==> config.mk <==
export PLATFORM = sky130hd
export DESIGN_NAME = gate_chk_sat_cnt
export DESIGN_NICKNAME = d
export VERILOG_FILES = /design/src/rtl/gate_chk_sat_cnt.sv
export SDC_FILE = /design/constraint.sdc
export NUM_CORES = 1
export LEC_CHECK = 0
export BUFFER_PORTS_ARGS = -buffer_cell sky130_fd_sc_hd__buf_2
export CORE_AREA = 2 2 39 41
export CTS_CLUSTER_DIAMETER = 120
export DETAILED_ROUTE_END_ITERATION = 12
export DIE_AREA = 0 0 41 43
export PLACE_DENSITY = 0.67
export SLEW_MARGIN = 25
export SYNTH_ARGS = -nofsm -noshare
export SYNTH_HDL_FRONTEND = slang
export SYNTH_SLANG_ARGS = --single-unit
==> constraint.sdc <==
create_clock -name clk -period 1.23 [get_ports clk]
set_input_delay 0.0615 -clock clk [delete_from_list [all_inputs] [get_ports clk]]
set_output_delay 0.0615 -clock clk [all_outputs]
set_load 0.1 [all_outputs]
==> src/rtl/gate_chk_sat_cnt.sv <==
// W-bit up counter that sticks at all-ones; synchronous clear beats increment.
// One cycle from inc to visible count; no backpressure.
module gate_chk_sat_cnt #(
  parameter int W = 8
) (
  input  logic         clk,
  input  logic         rst_n,
  input  logic         clr,
  input  logic         inc,
  output logic [W-1:0] cnt_o
);

  logic [W-1:0] cnt_q, cnt_d;

  always_comb begin
    cnt_d = cnt_q;
    if (clr) begin
      cnt_d = '0;
    end else if (inc && (cnt_q != {W{1'b1}})) begin
      cnt_d = cnt_q + W'(1);
    end
  end

  always_ff @(posedge clk) begin
    if (!rst_n) begin
      cnt_q <= '0;
    end else begin
      cnt_q <= cnt_d;
    end
  end

  assign cnt_o = cnt_q;

endmodule

==> results.md, run 1 <==
- Max-cap violations: 0
- Crit start category: flip-flop
- Cts hold-fix bufs: 0
- Final setup vio count: 0
- Port Buffer Count: 11
- Placer Congestion: 0.811
- Sw frac: 0.249
- H-tree levels: 1
- Number of synthesized register bits: 8
- Starting Density: 0.305
- Final Hold Vio Count: 0
- Unrepaired setup endpoints after global routing: true
- Drt via density: 5.41
- Layout cell share with drive strength beyond 1: 0.484
- Seq/Total Area, Yosys: 0.380
- Worst-margin pin slew: 0.486 ns
- Status: completed
- CTS tree: built
- Via count: 433
- GR Layer Usage met3: 0.0628
- First-pass GRT wire length: 1.52 mm
- Met1 usage: 0.170
- Vias in the first global route: 359
- Final instance area: 597 um2
- P_leak: 0.248 nW
- Initial detailed-routing violation count: 4
- Cell Int Power: 0.000376 W
- Antenna cell count: 0
- Clock Path Buffers: 2
- Synth warn: 0
- Pwr dens: 839 nW/um2
- Final ANT Viol Nets: 0
- GRT Overall Usage: 0.135
- Crit. End Element: flip-flop
- Worst path arrival time: 1.37 ns
- Psw: 0.000124 W
- CTS clk-pin slew, worst paths: 0.05 ns
- Largest net degree at the start of global routing: 10
- Period utilization: 0.969
- DP HPWL: 682 um
- Seq pwr share: 0.498
- CP max FO: 4
- Worst hold path type: in -> reg
- Core area: 1380 um2
- Busiest grt layer: met1
- DRC viols: 0
- Post-Syn Area: 422 um2
- Area after DPL: 547 um2
- CP Data Required Time: 1.41 ns
- Final Skew: 0.00348 ns
- Final WL: 982 um
- Synth unique cells: 19
- Largest register FFs: 8
- DIE HEIGHT: 43 um
- Tmin final: 1.19 ns
- CTS Buf Count: 3
- Nets@finish: 71
- Most common cell after layout, fill and taps aside: buf_2
- Mapped Cells: 46
- Mapped Nets: 51
- Final Power: 0.000501 W
- Slew Viols, Final: 0
- Die Area: 1760 um2
- Worst slew margin: 0.678
- Peak VDD IR: 0.465 mV
- DR pass1 iterations: 4
- Comb pwr share: 0.099
- Layout area overhead: 41.5%
- I/O pins: 12
- Share of total power in the clock network: 0.403
- Clk sink count: 8
- Syn Area/Cell: 9.17 um2
- Fmax: 0.839 GHz
- Commonest cells after routing, fill and taps aside: 9 x buf_2, 8 x dfxtp_4, 5 x a21oi_1, 5 x nand2_1, 5 x clkbuf_4
- Row count: 14
- Root buffer cell: clkbuf_4
- Die Span X: 41 um
- GRT overflow: 0
- Met2 usage in global routing: 0.156
- Clock insertion delay at the later pin of the skew report: 0.26 ns
- Initial antenna violation count: 0
- Setup CP Type: reg -> reg
- Wire per inst: 12.3 um
==> power by group through the flow <==
stage	registers, W	clock network [W]	logic [W]
2_1_floorplan	0.000271	0	0.0000144
3_3_place_gp	0.000255	0	0.0000459
3_5_place_dp	0.000255	0	0.0000459
4_1_cts	0.000250	0.000210	0.0000459
5_1_grt	0.000249	0.000232	0.0000538
6_report	0.000249	0.000202	0.0000497
==> metrics by stage <==
stage          utilization  setup TNS, ns  std cells  setup WS [ns]  hold slack, ns
3_5_place_dp         0.395              0         74         0.0398           0.391
4_1_cts              0.411              0         77         0.0184           0.121
5_1_grt              0.431        -0.0287         80        -0.0287           0.119
3_3_place_gp         0.395              0         74         0.0526           0.383
6_report             0.431              0         80         0.0381           0.122
2_1_floorplan            -         -0.339         46        -0.0633           0.234
==> synthesized netlist by cell type <==
cell	instances	share of area
a21oi_1	5	0.059
nor2b_1	3	0.045
a311oi_1	1	0.021
a31oi_1	2	0.030
o21ai_0	2	0.024
nor2b_2	1	0.021
a211oi_2	1	0.030
a21boi_2	1	0.027
mux2i_1	3	0.071
nand4_1	1	0.015
nand2b_1	3	0.045
nand2_1	5	0.045
dfxtp_1	8	0.38
ha_1	1	0.030
nor3_1	2	0.024
and4_1	4	0.083
and3_1	1	0.015
and4_4	1	0.027
nand3_1	1	0.012
==> final cells by class <==
class	instances	area, um2
fill	143	787
multi-input combinational	38	274
sequential	8	190
timing repair buffer	15	90.1
clock buffer	3	22.5
tap	16	20.0
==> metal layers <==
layer	wire length, um	vias to the layer above
li1	-	214
met1	439	193
met2	410	21
met3	90	5
met4	42	0
met5	0	-
==> worst max-delay path, cell delays in order, from the launching register on <==
cell	delay, ns
dfxtp_4	0.36
ha_4	0.16
and4_4	0.16
a211oi_2	0.24
mux2i_1	0.19
==> path summary, 6_finish.rpt <==
check | from | endpoint | slack, ns | depth (start not counted)
hold reg to reg | cnt_o[3] | cnt_o[3] | 0.49 | 1
setup / recovery | cnt_o[1] | cnt_o[5] | 0.04 | 4
hold / removal | rst_n | cnt_o[7] | 0.12 | 3
setup reg to reg | cnt_o[1] | cnt_o[5] | 0.04 | 4
==> kinds of logic (layout without fill, tap and decap cells) <==
logic type	count (synthesis)	after routing	share of synthesized area
mux	3	3	0.0712
fa+ha+maj	1	1	0.0297
buf+inv	0	18	0
flops	8	8	0.380
simple gates	22	22	0.329
compound gates	12	12	0.190
==> repair_timing <==
action / in CTS / in global routing
buffers inserted: 0 / 3
endpoints found under the setup margin: 0 / 2
gates resized for setup: 0 / 2
No activity file was read; power rests on OpenSTA's default activity.
==> run 2, diff against run 1 <==
Settings changed: CORE_AREA 2 2 39 41 to not set, CORE_UTILIZATION set to 25, DIE_AREA 0 0 41 43 to not set, PLACE_DENSITY 0.67 to 0.58, REMOVE_ABC_BUFFERS set to 1.
==> results.md, run 2 (same netlist as run 1, synthesis figures left out) <==
- Crit-path cells: ha_2 -> and4_4 -> a211oi_2 -> mux2i_1
- Critical-path top delay cell: dfxtp_2
- Worst hold path type: in -> reg
- Pwr dens: 796 nW/um2
- P_leak: 0.274 nW
- Final Power: 0.000521 W
- Die Span X: 43.1 um
- I/O pins: 12
- Worst-margin pin slew: 0.481 ns
- Tmin final: 1.23 ns
- Starting Density: 0.274
- Most common cell after layout, fill and taps aside: buf_4
- Wire per inst: 11.5 um
- Row count: 14
- Layout cell share with drive strength beyond 1: 0.426
- CP max FO: 4
- Final ANT Viol Nets: 0
- Clock insertion delay at the later pin of the skew report: 0.25 ns
- CP max stage delay: 0.32 ns
- Max-cap violations: 0
- Non-filler cells in the finished layout: 84
- Area after DPL: 617 um2
- Unrepaired setup endpoints after global routing: true
- Die Area: 1860 um2
- Commonest cells after routing, fill and taps aside: 8 x buf_4, 7 x dfxtp_1
- First-pass GRT wire length: 1.51 mm
- DR pass1 iterations: 4
- Via count: 435
- Cts hold-fix bufs: 0
- Worst slew margin: 0.681
- Largest net degree at the start of global routing: 9
- Final Hold Vio Count: 0
- CP Data Required Time: 1.40 ns
- Final Skew: 0.00656 ns
- Core area: 1540 um2
- Vias in the first global route: 361
- Crit start category: flip-flop
- Final setup vio count: 1
- Nets@finish: 75
- DRC viols: 0
- Fmax: 0.811 GHz
- Final Hold Slack: 0.140 ns
- Clock Path Buffers: 2
- Clk sink count: 8
- Drt via density: 5.18
- Final core utilization: 0.425
- CTS Buf Count: 3
- Placer Congestion: 0.778
- Metal3 WL: 55 um
- Top Metal Used: met4
- Initial detailed-routing violation count: 11
- Slew Viols, Final: 0
- Worst path arrival time: 1.41 ns
- Crit. End Element: flip-flop
- Failing checks: negative setup slack
- CTS tree: built
- Layout area overhead: 55.2%
- DP HPWL: 742 um
- Met2 WL post-DR: 432 um
- Final instance area: 654 um2
- Status: finished with violations
- Setup ws final: -0.00345 ns
- GRT overflow: 0
- Final WL: 970 um
- Root buffer cell: clkbuf_4
- Placed cells: 81
- H-tree levels: 1
- Antenna cell count: 0
- GRT Overall Usage: 0.119
- Largest register FFs: 8
- Peak VDD IR: 0.592 mV
- DIE HEIGHT: 43.1 um
- Initial antenna violation count: 0
- Met1 wire length: 469 um
- Setup CP Type: reg -> reg
- Period utilization: 1.00
- CTS clk-pin slew, worst paths: 0.06 ns
- Port Buffer Count: 11
-- run 2: cell count changes in the layout (fill, tap and decap cells not counted), sizes merged --
cell,previous run,this run
buf,13,17
-- run 2: critical path: cells and delay by family, from the launching register on --
kind | cells | cell delay (ns)
and+or+nand+nor | 1 | 0.21
DFF | 1 | 0.32
muxes | 1 | 0.22
adders and majority gates | 1 | 0.18
AOI/OAI and AO/OA | 1 | 0.23
-- run 2: per-layer routing --
metal / vias up / track usage
met5: - / 0
met4: 0 / 0.0727
met3: 2 / 0.0766
met2: 14 / 0.173
met1: 194 / 0.127
li1: 225 / -
-- run 2: through the flow --
step / setup WS, ns / TNS (ns)
2_1_floorplan: -0.708 / -5.18
4_1_cts: 0.000286 / 0
6_report: -0.00345 / -0.00345
3_3_place_gp: 0.0282 / 0
3_5_place_dp: -0.0218 / -0.0218
5_1_grt: -0.0665 / -0.0665
-- run 2: worst paths after layout --
path                            startpoint  endpoint  slack [ns]  depth (start not counted)
worst min register to register    cnt_o[5]  cnt_o[5]        0.54                          2
worst max-delay path              cnt_o[0]  cnt_o[5]      -0.003                          4
worst max register to register    cnt_o[0]  cnt_o[5]      -0.003                          4
worst min-delay path                 rst_n  cnt_o[7]        0.14                          3
-- run 2: what timing repair did --
| item | CTS | global route |
|---|---|---|
| pin swaps | 1 | 2 |
| resized for setup | 0 | 5 |
| setup buffers | 0 | 0 |
| setup endpoints to repair | 1 | 7 |
-- run 2: area by class of cell --
cell class	instances	area, um2
clock buffer	3	22.5
fill	162	887
multi-input combinational	38	270
sequential	8	161
tap	16	20.0
timing repair buffer	19	180
-- run 2: power by group --
part	internal, W	total, W	switching, W
registers	0.000262	0.000263	0.00000137
clock network	0.000112	0.000201	0.0000889
logic	0.0000229	0.0000572	0.0000342
